<file path="src/rtl/sc_statemachine_player_if.sv">
// ============================================================================
// sc_statemachine_player_if
// Button inputs and lane/strobe outputs of the player-control state machine.
// Revision: 1.0
// ============================================================================
`default_nettype none

interface sc_statemachine_player_if #(
  parameter int POS_WIDTH = 8
);
  logic                 SC_STATEMACHINE_PLAYER_startButton_InLow;
  logic                 SC_STATEMACHINE_PLAYER_leftButton_InLow;
  logic                 SC_STATEMACHINE_PLAYER_rightButton_InLow;
  logic                 SC_STATEMACHINE_PLAYER_enable_InHigh;
  logic                 SC_STATEMACHINE_PLAYER_clear_OutLow;
  logic [1:0]           SC_STATEMACHINE_PLAYER_shiftselection_Out;
  logic                 SC_STATEMACHINE_PLAYER_move_OutHigh;
  logic [POS_WIDTH-1:0] SC_STATEMACHINE_PLAYER_position_Out;
  logic                 SC_STATEMACHINE_PLAYER_atLeft_OutHigh;
  logic                 SC_STATEMACHINE_PLAYER_atRight_OutHigh;

  modport master (
    output SC_STATEMACHINE_PLAYER_startButton_InLow,
    output SC_STATEMACHINE_PLAYER_leftButton_InLow,
    output SC_STATEMACHINE_PLAYER_rightButton_InLow,
    output SC_STATEMACHINE_PLAYER_enable_InHigh,
    input  SC_STATEMACHINE_PLAYER_clear_OutLow,
    input  SC_STATEMACHINE_PLAYER_shiftselection_Out,
    input  SC_STATEMACHINE_PLAYER_move_OutHigh,
    input  SC_STATEMACHINE_PLAYER_position_Out,
    input  SC_STATEMACHINE_PLAYER_atLeft_OutHigh,
    input  SC_STATEMACHINE_PLAYER_atRight_OutHigh
  );

  modport slave (
    input  SC_STATEMACHINE_PLAYER_startButton_InLow,
    input  SC_STATEMACHINE_PLAYER_leftButton_InLow,
    input  SC_STATEMACHINE_PLAYER_rightButton_InLow,
    input  SC_STATEMACHINE_PLAYER_enable_InHigh,
    output SC_STATEMACHINE_PLAYER_clear_OutLow,
    output SC_STATEMACHINE_PLAYER_shiftselection_Out,
    output SC_STATEMACHINE_PLAYER_move_OutHigh,
    output SC_STATEMACHINE_PLAYER_position_Out,
    output SC_STATEMACHINE_PLAYER_atLeft_OutHigh,
    output SC_STATEMACHINE_PLAYER_atRight_OutHigh
  );
endinterface

`default_nettype wire

</file>
<file path="src/rtl/sc_statemachine_player.sv">
// ============================================================================
// sc_statemachine_player
// Player lane control: button presses to one-hot lane moves with auto-repeat.
// Revision: 1.0
// ============================================================================
`default_nettype none

module sc_statemachine_player #(
  parameter int POS_WIDTH     = 8,
  parameter int INIT_POS      = 3,
  parameter int REPEAT_DELAY  = 12_500_000,
  parameter int REPEAT_PERIOD = 5_000_000
) (
  input  logic                   SC_STATEMACHINE_PLAYER_CLOCK_50,
  input  logic                   SC_STATEMACHINE_PLAYER_RESET_InLow,
  sc_statemachine_player_if.slave bus
);

  localparam int C_CNT_MAXVAL = (REPEAT_DELAY > REPEAT_PERIOD) ? REPEAT_DELAY : REPEAT_PERIOD;
  localparam int C_CW         = $clog2(C_CNT_MAXVAL + 1);

  localparam logic [C_CW-1:0]      C_DELAY    = C_CW'(REPEAT_DELAY);
  localparam logic [C_CW-1:0]      C_PERIOD   = C_CW'(REPEAT_PERIOD);
  localparam logic [C_CW-1:0]      C_CNT_SAT  = {C_CW{1'b1}};
  localparam logic [POS_WIDTH-1:0] C_INIT_POS = {{(POS_WIDTH-1){1'b0}}, 1'b1} << INIT_POS;

  typedef enum logic [2:0] {
    S_RESET        = 3'd0,
    S_START        = 3'd1,
    S_IDLE         = 3'd2,
    S_INIT         = 3'd3,
    S_LEFT         = 3'd4,
    S_RIGHT        = 3'd5,
    S_HOLD         = 3'd6,
    S_WAIT_RELEASE = 3'd7
  } state_t;

  state_t                r_state;
  state_t                w_next;
  logic [POS_WIDTH-1:0]  r_position;
  logic [C_CW-1:0]       r_cnt;
  logic                  r_period_phase;
  logic                  r_dir_left;

  logic       w_start, w_left_raw, w_right_raw, w_en, w_left, w_right;
  logic       w_released, w_at_left, w_at_right, w_expired, w_opposite;
  logic [C_CW-1:0] w_thr;
  logic       w_clear_n, w_move;
  logic [1:0] w_shift;

  assign w_start     = ~bus.SC_STATEMACHINE_PLAYER_startButton_InLow;
  assign w_left_raw  = ~bus.SC_STATEMACHINE_PLAYER_leftButton_InLow;
  assign w_right_raw = ~bus.SC_STATEMACHINE_PLAYER_rightButton_InLow;
  assign w_en        = bus.SC_STATEMACHINE_PLAYER_enable_InHigh;
  assign w_left      = w_left_raw & w_en;
  assign w_right     = w_right_raw & w_en;
  assign w_released  = ~w_start & ~w_left_raw & ~w_right_raw;
  assign w_at_left   = r_position[POS_WIDTH-1];
  assign w_at_right  = r_position[0];
  assign w_thr       = r_period_phase ? C_PERIOD : C_DELAY;
  assign w_expired   = (r_cnt >= w_thr);
  assign w_opposite  = r_dir_left ? w_right_raw : w_left_raw;

  always_comb begin
    w_next    = r_state;
    w_clear_n = 1'b1;
    w_shift   = 2'b11;
    w_move    = 1'b0;
    case (r_state)
      S_RESET: w_next = S_START;
      S_START: w_next = S_IDLE;
      S_IDLE: begin
        if (w_start)                      w_next = S_INIT;
        else if (w_left && w_right)       w_next = S_WAIT_RELEASE;
        else if (w_left && !w_at_left)    w_next = S_LEFT;
        else if (w_right && !w_at_right)  w_next = S_RIGHT;
        else if (w_left || w_right)       w_next = S_WAIT_RELEASE;
      end
      S_INIT: begin
        w_clear_n = 1'b0;
        w_next    = S_WAIT_RELEASE;
      end
      S_LEFT: begin
        w_shift = 2'b01;
        w_move  = 1'b1;
        w_next  = S_HOLD;
      end
      S_RIGHT: begin
        w_shift = 2'b10;
        w_move  = 1'b1;
        w_next  = S_HOLD;
      end
      S_HOLD: begin
        if (w_released)
          w_next = S_IDLE;
        else if (w_start || w_opposite || !w_en)
          w_next = S_WAIT_RELEASE;
        else if ((REPEAT_DELAY != 0) && w_expired) begin
          // At an edge the threshold still expires, but the counter just restarts
          if (r_dir_left && !w_at_left)        w_next = S_LEFT;
          else if (!r_dir_left && !w_at_right) w_next = S_RIGHT;
        end
      end
      S_WAIT_RELEASE: if (w_released) w_next = S_IDLE;
      default: w_next = S_IDLE;
    endcase
  end

  always_ff @(posedge SC_STATEMACHINE_PLAYER_CLOCK_50 or negedge SC_STATEMACHINE_PLAYER_RESET_InLow) begin
    if (!SC_STATEMACHINE_PLAYER_RESET_InLow) begin
      r_state        <= S_RESET;
      r_position     <= C_INIT_POS;
      r_cnt          <= '0;
      r_period_phase <= 1'b0;
      r_dir_left     <= 1'b0;
    end else begin
      r_state <= w_next;
      case (r_state)
        S_IDLE: r_period_phase <= 1'b0;
        S_INIT: r_position <= C_INIT_POS;
        S_LEFT: begin
          if (!w_at_left) r_position <= {r_position[POS_WIDTH-2:0], 1'b0};
          r_dir_left <= 1'b1;
          r_cnt      <= '0;
        end
        S_RIGHT: begin
          if (!w_at_right) r_position <= {1'b0, r_position[POS_WIDTH-1:1]};
          r_dir_left <= 1'b0;
          r_cnt      <= '0;
        end
        S_HOLD: begin
          if (w_expired)             r_cnt <= '0;
          else if (r_cnt != C_CNT_SAT) r_cnt <= r_cnt + C_CW'(1);
          if (w_next == S_LEFT || w_next == S_RIGHT) r_period_phase <= 1'b1;
        end
        default: ;
      endcase
    end
  end

  assign bus.SC_STATEMACHINE_PLAYER_clear_OutLow       = w_clear_n;
  assign bus.SC_STATEMACHINE_PLAYER_shiftselection_Out = w_shift;
  assign bus.SC_STATEMACHINE_PLAYER_move_OutHigh       = w_move;
  assign bus.SC_STATEMACHINE_PLAYER_position_Out       = r_position;
  assign bus.SC_STATEMACHINE_PLAYER_atLeft_OutHigh     = w_at_left;
  assign bus.SC_STATEMACHINE_PLAYER_atRight_OutHigh    = w_at_right;

endmodule

`default_nettype wire

</file>
<file path="src/flat_wrapper.sv">
// flat-port wrapper written by rule: the top's interface ports become plain ports
module sc_statemachine_player_flat 
#(
  parameter int POS_WIDTH     = 8,
  parameter int INIT_POS      = 3,
  parameter int REPEAT_DELAY  = 12_500_000,
  parameter int REPEAT_PERIOD = 5_000_000
)
  (SC_STATEMACHINE_PLAYER_CLOCK_50, SC_STATEMACHINE_PLAYER_RESET_InLow, bus_SC_STATEMACHINE_PLAYER_startButton_InLow, bus_SC_STATEMACHINE_PLAYER_leftButton_InLow, bus_SC_STATEMACHINE_PLAYER_rightButton_InLow, bus_SC_STATEMACHINE_PLAYER_enable_InHigh, bus_SC_STATEMACHINE_PLAYER_clear_OutLow, bus_SC_STATEMACHINE_PLAYER_shiftselection_Out, bus_SC_STATEMACHINE_PLAYER_move_OutHigh, bus_SC_STATEMACHINE_PLAYER_position_Out, bus_SC_STATEMACHINE_PLAYER_atLeft_OutHigh, bus_SC_STATEMACHINE_PLAYER_atRight_OutHigh);
  sc_statemachine_player_if #(.POS_WIDTH(POS_WIDTH)) bus_i ();
  input  logic SC_STATEMACHINE_PLAYER_CLOCK_50;
  input  logic SC_STATEMACHINE_PLAYER_RESET_InLow;
  input wire logic [$bits(bus_i.SC_STATEMACHINE_PLAYER_startButton_InLow)-1:0] bus_SC_STATEMACHINE_PLAYER_startButton_InLow;
  input wire logic [$bits(bus_i.SC_STATEMACHINE_PLAYER_leftButton_InLow)-1:0] bus_SC_STATEMACHINE_PLAYER_leftButton_InLow;
  input wire logic [$bits(bus_i.SC_STATEMACHINE_PLAYER_rightButton_InLow)-1:0] bus_SC_STATEMACHINE_PLAYER_rightButton_InLow;
  input wire logic [$bits(bus_i.SC_STATEMACHINE_PLAYER_enable_InHigh)-1:0] bus_SC_STATEMACHINE_PLAYER_enable_InHigh;
  output wire logic [$bits(bus_i.SC_STATEMACHINE_PLAYER_clear_OutLow)-1:0] bus_SC_STATEMACHINE_PLAYER_clear_OutLow;
  output wire logic [$bits(bus_i.SC_STATEMACHINE_PLAYER_shiftselection_Out)-1:0] bus_SC_STATEMACHINE_PLAYER_shiftselection_Out;
  output wire logic [$bits(bus_i.SC_STATEMACHINE_PLAYER_move_OutHigh)-1:0] bus_SC_STATEMACHINE_PLAYER_move_OutHigh;
  output wire logic [$bits(bus_i.SC_STATEMACHINE_PLAYER_position_Out)-1:0] bus_SC_STATEMACHINE_PLAYER_position_Out;
  output wire logic [$bits(bus_i.SC_STATEMACHINE_PLAYER_atLeft_OutHigh)-1:0] bus_SC_STATEMACHINE_PLAYER_atLeft_OutHigh;
  output wire logic [$bits(bus_i.SC_STATEMACHINE_PLAYER_atRight_OutHigh)-1:0] bus_SC_STATEMACHINE_PLAYER_atRight_OutHigh;
  assign bus_i.SC_STATEMACHINE_PLAYER_startButton_InLow = bus_SC_STATEMACHINE_PLAYER_startButton_InLow;
  assign bus_i.SC_STATEMACHINE_PLAYER_leftButton_InLow = bus_SC_STATEMACHINE_PLAYER_leftButton_InLow;
  assign bus_i.SC_STATEMACHINE_PLAYER_rightButton_InLow = bus_SC_STATEMACHINE_PLAYER_rightButton_InLow;
  assign bus_i.SC_STATEMACHINE_PLAYER_enable_InHigh = bus_SC_STATEMACHINE_PLAYER_enable_InHigh;
  assign bus_SC_STATEMACHINE_PLAYER_clear_OutLow = bus_i.SC_STATEMACHINE_PLAYER_clear_OutLow;
  assign bus_SC_STATEMACHINE_PLAYER_shiftselection_Out = bus_i.SC_STATEMACHINE_PLAYER_shiftselection_Out;
  assign bus_SC_STATEMACHINE_PLAYER_move_OutHigh = bus_i.SC_STATEMACHINE_PLAYER_move_OutHigh;
  assign bus_SC_STATEMACHINE_PLAYER_position_Out = bus_i.SC_STATEMACHINE_PLAYER_position_Out;
  assign bus_SC_STATEMACHINE_PLAYER_atLeft_OutHigh = bus_i.SC_STATEMACHINE_PLAYER_atLeft_OutHigh;
  assign bus_SC_STATEMACHINE_PLAYER_atRight_OutHigh = bus_i.SC_STATEMACHINE_PLAYER_atRight_OutHigh;
  sc_statemachine_player #(.POS_WIDTH(POS_WIDTH), .INIT_POS(INIT_POS), .REPEAT_DELAY(REPEAT_DELAY), .REPEAT_PERIOD(REPEAT_PERIOD)) u_core (.SC_STATEMACHINE_PLAYER_CLOCK_50(SC_STATEMACHINE_PLAYER_CLOCK_50), .SC_STATEMACHINE_PLAYER_RESET_InLow(SC_STATEMACHINE_PLAYER_RESET_InLow), .bus(bus_i));
endmodule
</file>
<file path="config.mk">
export PLATFORM = sky130hd
export DESIGN_NAME = sc_statemachine_player_flat
export DESIGN_NICKNAME = d
export VERILOG_FILES = /design/src/rtl/sc_statemachine_player_if.sv /design/src/rtl/sc_statemachine_player.sv /design/src/flat_wrapper.sv
export SDC_FILE = /design/constraint.sdc
export NUM_CORES = 1
export LEC_CHECK = 0
export BUFFER_PORTS_ARGS = -buffer_cell sky130_fd_sc_hd__buf_4
export CAP_MARGIN = 20
export CORE_ASPECT_RATIO = 0.8
export CORE_MARGIN = 4
export CORE_UTILIZATION = 60
export CTS_CLUSTER_DIAMETER = 80
export CTS_CLUSTER_SIZE = 14
export DETAILED_ROUTE_END_ITERATION = 12
export GPL_TIMING_DRIVEN = 1
export PLACE_DENSITY = 0.88
export SLEW_MARGIN = 10
export SYNTH_ARGS = -nofsm -noshare
export SYNTH_HDL_FRONTEND = slang
export SYNTH_SLANG_ARGS = --single-unit
</file>
<file path="constraint.sdc">
create_clock -name SC_STATEMACHINE_PLAYER_CLOCK_50 -period 2.62 [get_ports SC_STATEMACHINE_PLAYER_CLOCK_50]
set_input_delay 0.393 -clock SC_STATEMACHINE_PLAYER_CLOCK_50 [delete_from_list [all_inputs] [get_ports SC_STATEMACHINE_PLAYER_CLOCK_50]]
set_output_delay 0.393 -clock SC_STATEMACHINE_PLAYER_CLOCK_50 [all_outputs]
set_load 0.01 [all_outputs]
</file>
==> impl_metrics.env <==
export IMPL_status="completed"
export IMPL_grt_max_degree=38
export IMPL_ctsResizeCount=0
export IMPL_yosysWarningCount=0
export IMPL_finalCritPeriodShare_pct=94.5
export IMPL_via_count=2247
export IMPL_start_util_pct=64.2
export IMPL_core_sq_um=3900
export IMPL_n_antenna_cell=0
export IMPL_area_delta_synth_final_pct=12.0
export IMPL_power_mw=1.21
export IMPL_synth_seq_cells=37
export IMPL_setup_slack_ns=0.144
export IMPL_synthFlopType="dfrtp_1"
export IMPL_switching_share_pct=26.4
export IMPL_irDropWorstVdd_uv=422
export IMPL_fp_dieH_um=65.8
export IMPL_critPathArrivalTime_ns=2.67
export IMPL_dr_wl_met2_um=2600
export IMPL_drt_wl_total_um=5840
export IMPL_fmax_mhz=404
export IMPL_ant_nets=0
export IMPL_clk_pin_slew_ns=0.07
export IMPL_cts_max_level=2
export IMPL_synth_edff_count=0
export IMPL_postSynthAreaPerCell_sq_um=8.68
export IMPL_worst_slew_margin_rel_pct=68.9
export IMPL_hold_viol_final=0
export IMPL_drtPass1Iterations=5
export IMPL_slew_viol_final=0
export IMPL_tns_ns=0
export IMPL_cts_buffer_depth=2
export IMPL_cap_violations=0
export IMPL_fin_crit_ns=2.48
export IMPL_io_buffers=19
export IMPL_rsz0062_at_grt="false"
export IMPL_switchingPower_mw=0.319
export IMPL_grt_pass1_vias=2057
export IMPL_cp_max_fo=20
export IMPL_setup_viol=0
export IMPL_crit_type="reg -> reg"
export IMPL_track_usage_pct=24.6
export IMPL_hpwl_um=4280
export IMPL_cp_slowest_stage_delay_ns=0.44
export IMPL_comb_power_share_pct=12.4
export IMPL_top_layer="met4"
export IMPL_cts_tree="done"
export IMPL_die_area_sq_um=5280
export IMPL_drcViolationCount=0
export IMPL_path_cells="inv_1 -> ha_1 -> o21ai_0 -> nor2_1 -> or3_1 -> a211oi_2 -> o31ai_4 -> buf_4 -> o31ai_1"
export IMPL_grt_pass1_wl_um=10100
export IMPL_p_int_mw=0.891
export IMPL_mostFrequentLayoutCell="dfrtp_1"
export IMPL_worst_setup_path_end_kind="register"
export IMPL_p_leak_nw=1.30
export IMPL_antenna_found_initial=0
export IMPL_netlist_area_sq_um=2510
export IMPL_multi_input_comb_area_sq_um=1460
export IMPL_drt_initial_drc_count=249
export IMPL_wl_met3_um=472
export IMPL_postSynth_asyncResetShare_pct=100
export IMPL_crit_path_top_delay_cell="dfrtp_1"
export IMPL_crit_family="compound AO/OA/AOI/OAI gates"
export IMPL_syn_inst=289
export IMPL_tightest_slew_ns=0.463
export IMPL_power_density_nw_per_um2=431
export IMPL_regArea_sq_um=927
export IMPL_die_w_um=80.3
export IMPL_yosysTopAreaCellShare_pct=35.9
export IMPL_fill_cells=293
export IMPL_min_path_type="in -> async"
export IMPL_cp_data_required_time_ns=2.81
export IMPL_syn_nets=311
export IMPL_ys_types=52
export IMPL_ys_seq_area_share_pct=37.0
export IMPL_cp_num_buf_inv=2
export IMPL_pre_cts_ws_ns=0.178
export IMPL_drive_gt1_share_pct=14.7
export IMPL_final_cell_mix="dfrtp_1, nand2_1, nor2_1, buf_4, o21ai_0"
export IMPL_fin_skew_ns=0.00379
export IMPL_viasPerCell=6.11
export IMPL_synthTopCellsByArea="dfrtp_1, ha_1, nand2_1"
export IMPL_post_cts_buffers=0
export IMPL_io_pins=20
export IMPL_routabilityCongestion=0.907
export IMPL_drt_met1_wl_um=2720
export IMPL_start_kind="register"
export IMPL_cts_root_buf="clkbuf_8"
export IMPL_p_seq_share_pct=51.4
export IMPL_nNetsFinal=334
export IMPL_gr_total_overflow=0
export IMPL_clkPwrFrac_pct=36.1
export IMPL_wire_per_inst_um=15.9
export IMPL_rows=20
export IMPL_ctsHoldBuffers=0
export IMPL_numCtsBuffers=5
export IMPL_clk_latency_ns=0.29
export IMPL_synth_area_leader_cell="dfrtp_1"
export IMPL_cts_sinks=37
-- per-stage QoR --
stage,std cells,utilization (%),hold slack (ns),instance area [sq um]
after floorplan,289,-,0.0974,2510
after global placement,360,69.3,0.375,2710
after detailed placement,360,69.3,0.384,2710
after CTS,368,71.9,0.0711,2810
after global routing,368,71.9,0.0853,2810
final,368,71.9,0.0521,2810
-- synth_stat cells, drive strengths merged, types with 3 or more instances --
cell type	n
dfrtp	36
nand2	35
nor2	32
o21ai	19
ha	16
inv	16
nand3	16
a21oi	14
nand4	12
xnor2	9
nor3	8
xor2	8
and3	7
buf	7
nor4	5
a31oi	4
o31ai	4
a211oi	3
a222oi	3
and2	3
clkbuf	3
nor3b	3
o211ai	3
-- per-layer routing --
metal	up-vias	global-route usage, %
met5	-	0
li1	1087	-
met1	1061	37.9
met4	0	4.43
met3	8	6.27
met2	91	35.0
-- flip-flops by register name (all words and copies together) (netlist names) --
signal,cells
u_core.r_dir_left,1
u_core.r_state,3
u_core.r_period_phase,1
u_core.r_cnt,24
u_core.bus.SC_STATEMACHINE_PLAYER_position_Out,8
-- final cells by class --
cell class,count,share of cell area (%)
multi-input cells,226,51.8
flip-flops and latches,37,33.0
repair buffers,26,6.95
clock buffers,7,3.43
well taps,55,2.45
inverters,16,2.14
clock inverters,1,0.178
-- path summary, 6_finish.rpt --
check | startpoint | to | slack, ns | cells after the start
setup reg to reg | u_core.r_period_phase | u_core.r_cnt[1] | 0.14 | 9
max in group asynchronous | SC_STATEMACHINE_PLAYER_RESET_InLow | asynchronous set/reset pin | 2.22 | 1
hold / removal | SC_STATEMACHINE_PLAYER_RESET_InLow | asynchronous set/reset pin | 0.05 | 1
hold reg to reg | u_core.r_cnt[19] | u_core.r_cnt[19] | 0.52 | 1
setup / recovery | u_core.r_period_phase | u_core.r_cnt[1] | 0.14 | 9
min in group SC_STATEMACHINE_PLAYER_CLOCK_50 | bus_SC_STATEMACHINE_PLAYER_startButton_InLow | u_core.r_state[0] | 0.45 | 4
-- kinds of logic (layout without fill, tap and decap cells) --
group,after synthesis,in the layout,share of synthesized area [%]
xor+xnor,17,17,5.94
simple gates,131,131,26.9
flops,37,37,37.0
buf+inv,26,50,4.99
mux,1,1,0.399
fa+ha+maj,16,16,7.98
compound gates,61,61,16.8
-- power groups by stage --
| stage | clock (mW) | combinational (mW) | sequential (mW) |
|---|---|---|---|
| 3_3_place_gp | 0 | 0.144 | 0.629 |
| 5_1_grt | 0.473 | 0.169 | 0.626 |
| 4_1_cts | 0.444 | 0.151 | 0.622 |
| 6_report | 0.437 | 0.150 | 0.622 |
| 3_5_place_dp | 0 | 0.150 | 0.632 |
| 2_1_floorplan | 0 | 0.0941 | 0.623 |
-- worst register-to-register path, stage by stage, from the launching register on --
cell	delay, ns
dfrtp_1	0.44
inv_1	0.16
ha_1	0.33
o21ai_0	0.19
nor2_1	0.07
or3_1	0.37
a211oi_2	0.28
o31ai_4	0.07
buf_4	0.21
o31ai_1	0.26
No activity file was read; power rests on OpenSTA's default activity.
